===== src/rtl/kl8e_fifo_console.sv =====
`default_nettype none
// ============================================================================
//  Module      : kl8e_fifo_console
//  Description : Buffered KL8E console. Decodes keyboard and printer IOTs for
//                two configurable device codes and places RX/TX byte FIFOs
//                between the CPU and an external UART byte core.
//  Revision    : 1.0  initial release
// ============================================================================
module kl8e_fifo_console #(
  parameter logic [5:0] KBD_DEV  = 6'o03,
  parameter logic [5:0] TTY_DEV  = 6'o04,
  parameter int         RX_DEPTH = 8,
  parameter int         TX_DEPTH = 8,
  parameter logic [4:0] F1_STATE = 5'd2
) (
  input  logic        clk,
  input  logic        reset,
  input  logic [0:11] instruction,
  input  logic [4:0]  state,
  input  logic [0:11] ac,
  input  logic        UF,
  input  logic        clear,
  input  logic [7:0]  rx_data,
  input  logic        rx_valid,
  output logic [7:0]  tx_data,
  output logic        tx_valid,
  input  logic        tx_ready,
  output logic [0:11] serial_bus,
  output logic        ac_clear,
  output logic        skip,
  output logic        interrupt,
  output logic        rx_overrun
);

  localparam int c_RX_AW = (RX_DEPTH > 1) ? $clog2(RX_DEPTH) : 1;
  localparam int c_TX_AW = (TX_DEPTH > 1) ? $clog2(TX_DEPTH) : 1;
  localparam int c_RX_CW = c_RX_AW + 1;
  localparam int c_TX_CW = c_TX_AW + 1;
  localparam logic [c_RX_CW-1:0] c_RX_FULL = c_RX_CW'(RX_DEPTH);
  localparam logic [c_TX_CW-1:0] c_TX_FULL = c_TX_CW'(TX_DEPTH);

  // FIFO storage and pointers
  logic [7:0]         r_rx_mem [RX_DEPTH];
  logic [c_RX_AW-1:0] r_rx_rd, r_rx_wr;
  logic [c_RX_CW-1:0] r_rx_count;
  logic [7:0]         r_tx_mem [TX_DEPTH];
  logic [c_TX_AW-1:0] r_tx_rd, r_tx_wr;
  logic [c_TX_CW-1:0] r_tx_count;

  // Console state
  logic        r_tx_flag, r_int_ena, r_tx_pend;
  logic [0:11] r_serial_bus;
  logic        r_ac_clear, r_skip, r_interrupt, r_rx_overrun;

  // Decode
  logic       w_f1, w_iot, w_kbd, w_tty, w_caf;
  logic [5:0] w_dev;
  logic [2:0] w_op;
  logic       w_kbd_flag, w_rx_full, w_tx_full;
  logic       w_rx_pop, w_rx_push, w_rx_drop, w_rx_flush, w_rx_read;
  logic [7:0] w_rx_head;
  logic       w_tx_deq, w_tx_push, w_tx_pend_nxt;
  logic [c_TX_CW-1:0] w_tx_count_nxt;
  logic       w_skip_cond, w_tx_set, w_tx_clr;
  logic       w_unused;

  assign w_unused   = ^ac[0:3];
  assign w_dev      = instruction[3:8];
  assign w_op       = instruction[9:11];
  assign w_f1       = (state == F1_STATE);
  assign w_iot      = w_f1 & ~UF & (instruction[0:2] == 3'o6);
  assign w_kbd      = w_iot & ~clear & (w_dev == KBD_DEV);
  assign w_tty      = w_iot & ~clear & (w_dev == TTY_DEV);
  assign w_caf      = w_iot & ~clear & (instruction == 12'o6007);

  assign w_kbd_flag = (r_rx_count != '0);
  assign w_rx_full  = (r_rx_count == c_RX_FULL);
  assign w_tx_full  = (r_tx_count == c_TX_FULL);
  assign w_rx_head  = w_kbd_flag ? r_rx_mem[r_rx_rd] : 8'h00;

  // Pops are ignored on an empty FIFO; a full FIFO still takes a byte when
  // the same cycle pops one.
  assign w_rx_flush = clear | w_caf;
  assign w_rx_read  = w_kbd & ((w_op == 3'd4) | (w_op == 3'd6));
  assign w_rx_pop   = w_kbd & ~w_caf & w_kbd_flag &
                      ((w_op == 3'd0) | (w_op == 3'd2) | (w_op == 3'd6));
  assign w_rx_push  = ~w_rx_flush & rx_valid & (~w_rx_full | w_rx_pop);
  assign w_rx_drop  = ~w_rx_flush & rx_valid & w_rx_full & ~w_rx_pop;

  assign tx_valid   = (r_tx_count != '0);
  assign tx_data    = r_tx_mem[r_tx_rd];
  assign w_tx_deq   = tx_valid & tx_ready & ~clear;
  assign w_tx_push  = w_tty & ((w_op == 3'd4) | (w_op == 3'd6)) & (~w_tx_full | w_tx_deq);

  assign w_skip_cond = (w_kbd & (w_op == 3'd1) & w_kbd_flag) |
                       (w_tty & (w_op == 3'd1) & r_tx_flag) |
                       (w_tty & (w_op == 3'd5) & r_int_ena & (w_kbd_flag | r_tx_flag));
  assign w_tx_set    = w_tx_deq | r_tx_pend | w_caf | (w_tty & (w_op == 3'd0));
  assign w_tx_clr    = w_tty & ((w_op == 3'd2) | (w_op == 3'd6));

  // Occupancy after this cycle's push/dequeue decides whether tx_flag re-arms
  always_comb begin
    w_tx_count_nxt = r_tx_count;
    if (w_tx_push & ~w_tx_deq)      w_tx_count_nxt = r_tx_count + 1'b1;
    else if (~w_tx_push & w_tx_deq) w_tx_count_nxt = r_tx_count - 1'b1;
    w_tx_pend_nxt = w_tx_push & (w_tx_count_nxt != c_TX_FULL);
  end

  // RX FIFO data storage
  always_ff @(posedge clk) begin
    if (w_rx_push) r_rx_mem[r_rx_wr] <= rx_data;
  end

  // TX FIFO data storage
  always_ff @(posedge clk) begin
    if (w_tx_push) r_tx_mem[r_tx_wr] <= ac[4:11];
  end

  // RX FIFO pointers and occupancy
  always_ff @(posedge clk or posedge reset) begin
    if (reset) begin
      r_rx_rd    <= '0;
      r_rx_wr    <= '0;
      r_rx_count <= '0;
    end else if (w_rx_flush) begin
      r_rx_rd    <= '0;
      r_rx_wr    <= '0;
      r_rx_count <= '0;
    end else begin
      if (w_rx_push) r_rx_wr <= r_rx_wr + 1'b1;
      if (w_rx_pop)  r_rx_rd <= r_rx_rd + 1'b1;
      if (w_rx_push & ~w_rx_pop)      r_rx_count <= r_rx_count + 1'b1;
      else if (~w_rx_push & w_rx_pop) r_rx_count <= r_rx_count - 1'b1;
    end
  end

  // TX FIFO pointers and occupancy; CAF leaves TX draining, clear flushes it
  always_ff @(posedge clk or posedge reset) begin
    if (reset) begin
      r_tx_rd    <= '0;
      r_tx_wr    <= '0;
      r_tx_count <= '0;
    end else if (clear) begin
      r_tx_rd    <= '0;
      r_tx_wr    <= '0;
      r_tx_count <= '0;
    end else begin
      if (w_tx_push) r_tx_wr <= r_tx_wr + 1'b1;
      if (w_tx_deq)  r_tx_rd <= r_tx_rd + 1'b1;
      r_tx_count <= w_tx_count_nxt;
    end
  end

  // Console flags, CPU-facing registers and interrupt request
  always_ff @(posedge clk or posedge reset) begin
    if (reset) begin
      r_tx_flag    <= 1'b1;
      r_int_ena    <= 1'b1;
      r_tx_pend    <= 1'b0;
      r_serial_bus <= '0;
      r_ac_clear   <= 1'b0;
      r_skip       <= 1'b0;
      r_interrupt  <= 1'b0;
      r_rx_overrun <= 1'b0;
    end else begin
      r_interrupt <= r_int_ena & (w_kbd_flag | r_tx_flag);
      r_ac_clear  <= w_kbd & ((w_op == 3'd2) | (w_op == 3'd6));
      r_tx_pend   <= w_tx_pend_nxt;
      if (w_f1)      r_skip       <= w_skip_cond;
      if (w_rx_read) r_serial_bus <= {4'b0000, w_rx_head};

      if (w_rx_flush)     r_rx_overrun <= 1'b0;
      else if (w_rx_drop) r_rx_overrun <= 1'b1;

      if (clear | w_caf)                 r_int_ena <= 1'b1;
      else if (w_kbd & (w_op == 3'd5))   r_int_ena <= ac[11];

      if (clear | w_tx_set) r_tx_flag <= 1'b1;
      else if (w_tx_clr)    r_tx_flag <= 1'b0;
    end
  end

  assign serial_bus = r_serial_bus;
  assign ac_clear   = r_ac_clear;
  assign skip       = r_skip;
  assign interrupt  = r_interrupt;
  assign rx_overrun = r_rx_overrun;

endmodule
`default_nettype wire


===== config.mk =====
export PLATFORM = sky130hd
export DESIGN_NAME = kl8e_fifo_console
export DESIGN_NICKNAME = d
export VERILOG_FILES = /design/src/rtl/kl8e_fifo_console.sv
export SDC_FILE = /design/constraint.sdc
export NUM_CORES = 1
export LEC_CHECK = 0
export ABC_AREA = 1
export BUFFER_PORTS_ARGS = -buffer_cell sky130_fd_sc_hd__buf_2
export CAP_MARGIN = 20
export CORE_AREA = 4 4 137 139
export CTS_CLUSTER_DIAMETER = 30
export CTS_CLUSTER_SIZE = 16
export DETAILED_ROUTE_END_ITERATION = 6
export DIE_AREA = 0 0 141 143
export GPL_TIMING_DRIVEN = 1
export PLACE_DENSITY = 0.67
export REMOVE_ABC_BUFFERS = 1
export SLEW_MARGIN = 5
export SYNTH_ARGS = -nofsm -noshare
export SYNTH_HDL_FRONTEND = slang
export SYNTH_SLANG_ARGS = --single-unit

===== constraint.sdc =====
create_clock -name clk -period 2 [get_ports clk]
set_input_delay 0.5 -clock clk [delete_from_list [all_inputs] [get_ports clk]]
set_output_delay 0.5 -clock clk [all_outputs]
set_load 0.05 [all_outputs]

# After elaboration in Yosys (flattened, before gate mapping)
# Memory sizes are Yosys's and may differ from the RTL's.
# Cells that the tools add are included.
word_totals:
  ff_bits: 35
  latch_bits: 0
  mem_bits_rw: 128
  mem_bits_ro: 0
  inputBits: 43
  output_inout_bits: 25
  elab_cells: 132
  memories: 2
mem_list:
  columns: ["name", "depth", "word_bits", "rd", "rd_ports_with_merged_regs", "wr", "line_no", "rtl"]
  rows:
  - ["r_rx_mem", 8, 8, 1, 0, 1, "43", "logic [7:0] r_rx_mem [RX_DEPTH];"]
  - ["r_tx_mem", 8, 8, 1, 0, 1, "46", "logic [7:0] r_tx_mem [TX_DEPTH];"]
op_classes:
  add_sub_neg: 8
  n_mul: 0
  div: 0
  n_lt_le_gt_ge: 0
  eq_ne: 13
  shift: 0
  muxes: 25
  bitwise: 59
  n_reduce_logical: 11
ops:
  columns: ["operator", "count"]
  rows:
  - ["$and 1x1->1", 35]
  - ["$mux 3", 8]
  - ["$mux 4", 6]
  - ["$or 1x1->1", 14]
  - ["$reduce_bool 2->1", 7]
  - ["$add 3x1->3 const B", 4]
  - ["$eq 12x12->1 const B", 1]
  - ["$eq 3x3->1 const B", 4]
  - ["$mux 1", 10]
  - ["$not 1->1", 10]
  - ["$add 4x1->4 const B", 2]
  - ["$eq 4x4->1 const B", 2]
  - ["$mux 8", 1]
  - ["$reduce_bool 4->1", 2]
  - ["$sub 4x1->4 const B", 2]
  - ["$eq 6x2->1 const B", 1]
  - ["$eq 6x3->1 const B", 1]
  - ["$eq 5x2->1 const B", 1]
  - ["$ne 4x4->1 const B", 1]
  - ["$eq 3x1->1 const B", 1]
  - ["$eq 3x2->1 const B", 1]
  - ["$logic_not 3->1", 1]
  - ["$reduce_bool 3->1", 1]

# Depth between registers and ports, before layout
# Gate-level depths: netlist of the first run.
depth:
  word_depth: 16
  mapped_depth: 16
  ltp_nobuf: 16

# Least setup slack after synthesis of the first run
# OpenSTA, ideal clock, no wires.
synth_timing:
  path_type: "register to output"
  from: "register r_tx_rd[0]"
  to: "output port tx_data[6]"
  arrival_ns: 1.940
  t_required_ns: 1.500
  setup_slack_ns: -0.440
  stages_incl_launch_ff: 8
  path_buffers: 2
  path_cell_list: "dfrtp_1 clkbuf_1 inv_1 clkbuf_1 o21ai_0 o22ai_1 nor2_1 a31oi_1"
synth_between:
  elab_chain_len: 1
synth_lines:
  columns: ["element", "line_no", "rtl"]
  rows:
  - ["start: declaration", "47", "logic [c_TX_AW-1:0] r_tx_rd, r_tx_wr;"]
  - ["start signal: assignment", "149", "if (w_tx_deq) r_tx_rd <= r_tx_rd + 1'b1;"]
  - ["$mem_v2 8x8", null, null]
  - ["end: declaration", "25", "output logic [7:0] tx_data,"]
# Every way passes these cells.

# Final worst setup path of the first run
layout_timing:
  from: "register r_tx_rd[0]"
  to: "output port tx_data[1]"
# The elaborated chain is that of the path after synthesis.

==> results of run 1 <==
==> registers in the layout, indices dropped and copies added, names as in the netlist <==
register,count
ac_clear,1
serial_bus,8
interrupt,1
r_tx_rd,3
r_rx_rd,3
r_tx_count,4
r_rx_count,4
r_rx_wr,3
r_tx_pend,1
r_tx_mem,64
r_int_ena,1
r_rx_mem,64
r_tx_wr,3
r_tx_flag,1
skip,1
rx_overrun,1
==> routing by layer <==
layer	vias up	routed length, um	global-route usage (%)
li1	2573	-	-
met1	2513	6830	20.7
met2	130	8450	28.5
met3	12	931	4.45
met4	0	163	4.13
met5	-	0	0
==> logic make-up (layout without fill, tap and decap cells) <==
kind of cell,count (synthesis),in the layout,share of synthesized area (%)
buffers and inverters,78,229,4.47
adder cells (fa/ha/maj),9,9,1.69
AND/OR/NAND/NOR,271,271,16.8
XOR/XNOR,2,2,0.246
AO/OA/AOI/OAI,134,134,10.3
multiplexers,1,1,0.141
flip-flops,163,163,66.4
other,1,4,0.0527
==> report_power, final <==
| part | switching [W] | internal, W |
|---|---|---|
| Combinational | 0.00129 | 0.000868 |
| Sequential | 0.0000905 | 0.00378 |
| Clock | 0.00130 | 0.00196 |
| Total | 0.00268 | 0.00661 |
==> how the worst max path moves through the flow <==
stage,startpoint,end,cells past startpoint
2_1_floorplan,r_tx_rd[0],tx_data[0],5
3_3_place_gp,instruction[2],r_rx_count[3],17
3_5_place_dp,instruction[2],r_rx_count[3],17
4_1_cts,r_tx_rd[0],tx_data[6],7
5_1_grt,r_tx_rd[0],tx_data[1],7
6_report,r_tx_rd[0],tx_data[1],7
==> stage by stage <==
stage | setup slack [ps] | TNS (ps) | std cells | area, sq um | total power [W]
3_5_place_dp | -423 | -34620 | 998 | 8150 | 0.00570
2_1_floorplan | -777 | -44490 | 636 | 7000 | 0.00505
3_3_place_gp | -386 | -30700 | 998 | 8150 | 0.00567
4_1_cts | -333 | -2390 | 1036 | 8870 | 0.00918
5_1_grt | -404 | -3130 | 1042 | 9110 | 0.00974
6_report | -296 | -2130 | 1042 | 9110 | 0.00929
==> cell type report <==
type                            count  area, sq um
Sequential cell                   163         4720
Inverter                           52          198
Fill cell                        1573         8550
Timing Repair Buffer              145         1050
Clock inverter                     13          159
Clock buffer                       19          433
Tap cell                          229          287
Multi-Input combinational cell    421         2260
==> critical path, stage by stage (launching register included) <==
cell and delay [ps]:
dfrtp_2 460, inv_4 110, buf_6 130, nor2_2 30, o22ai_1 130, nor2_1 60, a31oi_1 200, buf_4 240
==> layout by cell type (no fill, tap or decap), types with 10 or more instances in the layout <==
cell,netlist,layout
edfxtp_1,128,128
buf_6,1,12
buf_4,4,82
nor3_1,16,13
nor2_2,5,13
o22ai_1,26,26
buf_2,2,48
nand3_1,26,22
nor2_1,117,105
inv_1,47,44
clkbuf_16,0,17
o21ai_0,83,76
nand2_1,87,79
dfrtp_1,33,31
nand2_2,2,10
==> repair_timing <==
item                       4_1_cts  5_1_grt
setup buffers                    4        7
setup endpoints to repair        9      141
cloned                           2        0
pin swaps                        6       34
gates resized for setup         25       55
==> results.sh, run 1 <==
export IMPL_layout_nets=852
export IMPL_pwr_density_cell_mw_per_mm2=1020
export IMPL_setup_viol=8
export IMPL_synth_area_leaders="edfxtp_1, dfrtp_1, nor2_1"
export IMPL_critPathRequiredTime_ps=1500
export IMPL_worstMarginPinSlew_ps=539
export IMPL_drc=0
export IMPL_die_y_um=143
export IMPL_worstSkewPairLatency_ps=420
export IMPL_cts_buffer_depth=2
export IMPL_synth_common_cells="edfxtp_1, nor2_1, nand2_1"
export IMPL_cts_clk_slew_worst_paths_ps=60
export IMPL_crit_arrival_ps=1800
export IMPL_ctsHoldBuffers=0
export IMPL_die_area_sq_mm=0.0202
export IMPL_initial_core_util_pct=40.3
export IMPL_outcome="finished, violations left"
export IMPL_syn_to_final_growth_pct=28.1
export IMPL_synth_most_common_cell="edfxtp_1"
export IMPL_crit_fanout=8
export IMPL_cts_root_buf="clkbuf_16"
export IMPL_final_layout_size_suffix_gt1_share_pct=29.4
export IMPL_cts_tree="yes"
export IMPL_slew_headroom_pct=64.1
export IMPL_synth_async_reset_ratio_pct=21.5
export IMPL_finalHoldViolCount=0
export IMPL_worst_ir_drop_vdd_v=0.000670
export IMPL_p_leak_nw=3.68
export IMPL_yosys_cell_types_count=40
export IMPL_drt_pass1_iterations=5
export IMPL_skew_ps=6.90
export IMPL_worst_slack_ps=-296
export IMPL_io_pins=68
export IMPL_cts_buffers=17
export IMPL_avgSynthCellArea_sq_um=10.8
export IMPL_viasPerCell=5.02
export IMPL_drt_iter0_drc=406
export IMPL_fin_util_pct=51.6
export IMPL_reg2reg_setup_slack_ps=80
export IMPL_diodes=0
export IMPL_hold_ws_ps=184
export IMPL_core_area_sq_mm=0.0177
export IMPL_reg2reg_depth=15
export IMPL_failed_checks="setup timing"
export IMPL_ys_seq_elements=163
export IMPL_finalCriticalPeriod_ps=2300
export IMPL_htreeDepth=4
export IMPL_cap_violations=0
export IMPL_synth_edf_count=128
export IMPL_grt_pass1_wl_mm=25.8
export IMPL_critPathLaunchType="flip-flop"
export IMPL_portBuffers=59
export IMPL_totalWireLength_mm=16.4
export IMPL_wire_per_inst_um=15.7
export IMPL_yosys_warnings=0
export IMPL_num_rows=49
export IMPL_synth_flop_cell="edfxtp_1"
export IMPL_timing_rr_end="r_tx_pend"
export IMPL_worstSetupPathType="flip-flop to output port"
export IMPL_synthCells=659
export IMPL_dieWidth_um=141
export IMPL_grt_max_degree=36
export IMPL_rsz0062_at_grt="true"
export IMPL_vias=5228
export IMPL_crit_path_end_kind="output port"
export IMPL_yosysSeqAreaShare_pct=66.4
export IMPL_grt_pass1_vias=5082
export IMPL_hp_class="primary input to asynchronous set/reset pin"
export IMPL_synth_top_cell_area_share_pct=54.0
export IMPL_r2r_start="r_tx_count[1]"
export IMPL_maxSlewViolCount=0
export IMPL_dpl_hpwl_mm=10.7
export IMPL_synth_area_sq_mm=0.00711
export IMPL_routabilityCongestion=0.847
export IMPL_fmax_mhz=436
export IMPL_antenna_found_initial=0
export IMPL_period_share_pct=115
export IMPL_grt_overflow_total=0
export IMPL_clock_sinks=163
export IMPL_yosysTopAreaCell="edfxtp_1"
export IMPL_gr_usage_all_layers_pct=16.5
export IMPL_ant_nets=0
(Power assumes the default switching activity.)
==> run 2, diff against run 1 <==
--- a/config.mk
+++ b/config.mk
@@ -15,5 +15,5 @@
 export DIE_AREA = 0 0 141 143
 export GPL_TIMING_DRIVEN = 1
-export PLACE_DENSITY = 0.67
+export PLACE_DENSITY = 0.65
 export REMOVE_ABC_BUFFERS = 1
 export SLEW_MARGIN = 5
==> constraint.sdc (replaced) <==
create_clock -name clk -period 2.3 [get_ports clk]
set_input_delay 0.23 -clock clk [delete_from_list [all_inputs] [get_ports clk]]
set_output_delay 0.23 -clock clk [all_outputs]
set_load 0.05 [all_outputs]
==> run 2 against run 1 <==
  * The flow now finishes without violations
  * Clock skew is essentially flat
  * Global-route usage shrank 0.92 points
  * Worst hold slack lost 110 ps
  * First-iteration DRC count shrank 34%
  * Register-to-register slack gained 150 ps
  * Non-clock buffer count shrank 53
  * Combinational power shrank 33%
  * Clock power shrank 15%
  * Critical endpoint is now tx_data[3]
  * Design area shrank 6.9%
  * Core utilization shrank 3.6 points
  * Largest cell class unchanged
  * Worst setup slack gained 460 ps
==> results.sh, run 2 (same netlist as run 1, synthesis figures left out) <==
export IMPL_crit_fanout=17
export IMPL_cts_clk_slew_worst_paths_ps=60
export IMPL_mostFrequentLayoutCells="edfxtp_1, nor2_1, nand2_1"
export IMPL_final_layout_size_suffix_gt1_share_pct=20.0
export IMPL_dpl_hpwl_mm=9.88
export IMPL_fin_util_pct=48.0
export IMPL_cts_tree="yes"
export IMPL_dieWidth_um=141
export IMPL_slew_headroom_pct=62.0
export IMPL_critPathLaunchType="flip-flop"
export IMPL_cts_buffers=17
export IMPL_finalHoldViolCount=0
export IMPL_core_area_sq_mm=0.0177
export IMPL_grt_pass1_vias=4849
export IMPL_period_share_pct=92.8
export IMPL_hold_ws_ps=76.2
export IMPL_viasPerCell=5.03
export IMPL_timing_setup_tns_ps=0
export IMPL_initial_core_util_pct=40.3
export IMPL_pwr_density_cell_mw_per_mm2=891
export IMPL_layout_nets=799
export IMPL_hp_class="primary input to flip-flop"
export IMPL_drt_met1_wl_mm=6.71
export IMPL_routabilityCongestion=0.825
export IMPL_finalCriticalPeriod_ps=2130
export IMPL_drt_iter0_drc=269
export IMPL_syn_to_final_growth_pct=19.2
export IMPL_setup_viol=0
export IMPL_endpoint="tx_data[3]"
export IMPL_dr_max_layer_used="met4"
export IMPL_wl_met2_mm=7.51
export IMPL_die_y_um=143
export IMPL_worstSetupPathType="flip-flop to output port"
export IMPL_maxSlewViolCount=0
export IMPL_io_pins=68
export IMPL_fmax_mhz=469
export IMPL_rsz0062_at_grt="false"
export IMPL_skew_ps=7.29
export IMPL_post_place_ws_ps=37.3
export IMPL_critPathRequiredTime_ps=2070
export IMPL_portBuffers=59
export IMPL_die_area_sq_mm=0.0202
export IMPL_worst_ir_drop_vdd_v=0.000704
export IMPL_reg2reg_setup_slack_ps=230
export IMPL_ant_nets=0
export IMPL_totalWireLength_mm=15.2
export IMPL_drc=0
export IMPL_clock_sinks=163
export IMPL_grt_pass1_wl_mm=24.3
export IMPL_grt_max_degree=36
export IMPL_r2r_start="r_tx_count[0]"
export IMPL_crit_start="r_tx_rd[1]"
export IMPL_worst_slack_ps=166
export IMPL_wire_per_inst_um=15.4
export IMPL_worstSkewPairLatency_ps=420
export IMPL_timing_rr_end="r_tx_pend"
export IMPL_crit_path_end_kind="output port"
export IMPL_outcome="complete, no violations"
export IMPL_worstMarginPinSlew_ps=570
export IMPL_diodes=0
export IMPL_cts_root_buf="clkbuf_16"
export IMPL_cap_violations=0
export IMPL_drt_pass1_iterations=4
export IMPL_antenna_found_initial=0
export IMPL_vias=4971
export IMPL_cts_buffer_depth=2
export IMPL_fillerInstances=1609
export IMPL_crit_arrival_ps=1900
export IMPL_grt_overflow_total=0
export IMPL_dr_wl_met3_um=658
export IMPL_p_leak_nw=3.38
export IMPL_total_power_w=0.00756
export IMPL_final_common_cell="edfxtp_1"
export IMPL_gr_usage_all_layers_pct=15.6
export IMPL_reg2reg_depth=12
export IMPL_num_rows=49
export IMPL_htreeDepth=4
-- run 2: final cells by class --
| class | count | area [sq um] | share of cell area [%] |
|---|---|---|---|
| sequential | 163 | 4720 | 55.7 |
| multi-input combinational | 421 | 2100 | 24.8 |
| timing repair buffer | 92 | 582 | 6.86 |
| clock buffer | 17 | 425 | 5.02 |
| tap | 229 | 287 | 3.38 |
| inverter | 52 | 201 | 2.38 |
| clock inverter | 14 | 156 | 1.85 |
-- run 2: routing by layer --
layer,vias to the layer above,global-route usage [%]
li1,2465,-
met1,2391,19.5
met2,94,26.1
met3,21,3.85
met4,0,6.27
met5,-,0
-- run 2: worst min-delay path by stage --
stage                     cells after the start             end  slack, ps  startpoint
after floorplan                               1   r_tx_count[0]        290       clear
after global placement                        3      r_rx_wr[0]        360       reset
after detailed placement                      3      r_rx_wr[0]        360       reset
after CTS                                     1  r_rx_mem[7][6]         60  rx_data[6]
after global routing                          1  r_tx_mem[2][3]         80       ac[8]
final                                         1  r_tx_mem[2][3]         80       ac[8]
-- run 2: critical path, cell delays in order (launching register included) --
cell	delay, ps
dfrtp_1	380
buf_4	250
o21ai_0	120
o22ai_1	160
nor2_1	50
a31oi_1	210
buf_2	310
-- run 2: metrics by stage --
stage / std cells / instance area, sq um
2_1_floorplan: 636 / 7000
3_3_place_gp: 955 / 7820
3_5_place_dp: 955 / 7820
4_1_cts: 987 / 8420
5_1_grt: 988 / 8480
6_report: 988 / 8480
-- run 2: power by group --
group / internal, W / switching, W / total, W
combinational: 0.000462 / 0.000975 / 0.00144
sequential: 0.00329 / 0.0000721 / 0.00336
clock: 0.00161 / 0.00115 / 0.00276
-- run 2: repair_timing --
item,in CTS,in global routing
gates resized for setup,3,12
endpoints found under the setup margin,8,40
hold buffers,1,0
setup buffers,0,1
gates cloned,0,0
endpoints found under the hold margin,33,0
pin swaps,0,2
==> run 3, diff against run 2 <==
Settings changed: CTS_BUF_LIST from default to sky130_fd_sc_hd__clkbuf_16.
Clock period 2.3 ns to 2.41 ns, I/O delays scaled along.
==> run 3 against run 2 <==
  * First-iteration DRC count decreased by 6.7%
  * Clock power decreased by 6%
  * Critical path depth is the same
  * Highest routed layer unchanged
  * Total power down 5.5%
  * Non-clock buffer count rose by 3
  * Register-to-register slack improved by 50 ps
  * Worst setup slack worse by 9.0 ps
  * Clock-buffer cell count is the same
  * Clock skew up 0.55 ps
==> results.sh, run 3 (same netlist as run 1, synthesis figures left out) <==
export IMPL_critical_path_max_stage_delay_ps=380
export IMPL_grt_overflow_total=0
export IMPL_dpl_hpwl_mm=9.77
export IMPL_fillerInstances=1611
export IMPL_io_pins=68
export IMPL_worstMarginPinSlew_ps=557
export IMPL_drt_iter0_drc=251
export IMPL_wire_per_inst_um=15.2
export IMPL_multi_input_area_sq_mm=0.00209
export IMPL_finalHoldViolCount=0
export IMPL_clock_sinks=163
export IMPL_grt_met2_usage_pct=27.2
export IMPL_initial_core_util_pct=40.3
export IMPL_die_area_sq_mm=0.0202
export IMPL_layout_nets=802
export IMPL_routabilityCongestion=0.797
export IMPL_post_place_ws_ps=104
export IMPL_fin_util_pct=47.9
export IMPL_total_power_w=0.00714
export IMPL_worstSkewPairLatency_ps=420
export IMPL_totalWireLength_mm=15.1
export IMPL_period_share_pct=93.5
export IMPL_cts_clk_slew_worst_paths_ps=60
export IMPL_pwr_density_cell_mw_per_mm2=844
export IMPL_drc=0
export IMPL_met3_usage_pct=3.95
export IMPL_final_common_cell="edfxtp_1"
export IMPL_final_layout_size_suffix_gt1_share_pct=19.7
export IMPL_reg2reg_depth=13
export IMPL_dp_cells=955
export IMPL_grtUsageMet1_pct=19.2
export IMPL_critPathRequiredTime_ps=2170
export IMPL_worst_slack_ps=157
export IMPL_crit_fanout=35
export IMPL_whs_path_depth=1
export IMPL_outcome="complete, no violations"
export IMPL_ant_nets=0
export IMPL_slew_headroom_pct=62.7
export IMPL_cp_top_family="buffers and inverters"
export IMPL_crit_path_end_kind="output port"
export IMPL_crit_arrival_ps=2010
export IMPL_cp_depth=6
export IMPL_worstPathCellList="buf_6, o21ai_0, o22ai_1, nor2_1, a31oi_1, buf_2"
export IMPL_rsz0062_at_grt="false"
export IMPL_diodes=0
export IMPL_core_area_sq_mm=0.0177
export IMPL_skew_ps=7.84
export IMPL_num_rows=49
export IMPL_cts_tree="yes"
export IMPL_viasPerCell=4.94
export IMPL_cts_root_buf="clkbuf_16"
export IMPL_vias=4899
export IMPL_cts_buffers=17
export IMPL_p_leak_nw=3.38
export IMPL_htreeDepth=4
export IMPL_cts_buffer_depth=2
export IMPL_portBuffers=59
export IMPL_critPathLaunchType="flip-flop"
export IMPL_grt_pass1_wl_mm=24.0
export IMPL_dieWidth_um=141
export IMPL_worstSetupPathType="flip-flop to output port"
export IMPL_gr_usage_all_layers_pct=15.6
export IMPL_grt_max_degree=36
export IMPL_drt_pass1_iterations=4
export IMPL_hp_class="primary input to flip-flop"
export IMPL_maxSlewViolCount=0
export IMPL_syn_to_final_growth_pct=18.9
export IMPL_cap_violations=0
export IMPL_cp_num_buf_inv=2
export IMPL_fin_cells=992
export IMPL_antenna_found_initial=0
export IMPL_die_y_um=143
export IMPL_mostFrequentLayoutCells="edfxtp_1, nor2_1, nand2_1"
export IMPL_grt_pass1_vias=4690
export IMPL_regArea_sq_mm=0.00472
export IMPL_top_usage_layer="met2"
export IMPL_setup_viol=0
export IMPL_worst_ir_drop_vdd_v=0.000530
export IMPL_finalCriticalPeriod_ps=2250
export IMPL_fmax_mhz=444
export IMPL_slowest_stage="dfrtp_1"
run 3: path summary, 6_finish.rpt:
path	startpoint	slack, ps	end
setup / recovery	r_tx_rd[0]	160	tx_data[0]
hold / removal	rx_data[0]	70	r_rx_mem[2][0]
setup reg to reg	r_rx_count[1]	280	r_rx_count[3]
hold reg to reg	r_tx_pend	470	r_tx_flag
max in group asynchronous	reset	1590	r_tx_flag
min in group asynchronous	reset	460	r_rx_wr[2]
run 3: layout make-up:
class,instances,area share (%)
flip-flops and latches,163,55.8
well taps,229,3.39
clock buffers,17,5.03
multi-input cells,421,24.7
clock inverters,15,1.72
repair buffers,95,6.95
inverters,52,2.35
run 3: routing by layer:
layer	vias up	routed length, um
met3	11	627
li1	2467	-
met1	2328	6500
met2	93	7870
met5	-	0
met4	0	127
run 3: timing repair:
item,CTS,global route
buffers inserted,0,4
resized for setup,1,4
setup endpoints to repair,2,14
hold buffers,1,0
endpoints found under the hold margin,33,0
run 3: through the flow:
step                      TNS [ps]  hold slack (ps)  instance area, sq um
after global placement           0              366                  7820
after floorplan               -864              304                  7000
after detailed placement         0              370                  7820
after global routing             0             78.9                  8460
final                            0             69.9                  8460
after CTS                        0             60.7                  8400
run 3: where the power goes:
group	internal (W)	switching, W	leakage (nW)
sequential	0.00314	0.0000653	1.62
combinational	0.000416	0.000926	1.49
clock	0.00151	0.00108	0.277
run 3: worst register-to-register path: stages, from the launching register on:
cell,delay [ps]
dfrtp_1,400
nor2_1,160
nand2_1,100
nand3_2,120
nand4_2,200
ha_1,380
a21oi_1,130
nand2_1,80
xor2_1,180
inv_1,60
nand2_1,60
nand2_1,50
nand2_1,60
nand2_1,50
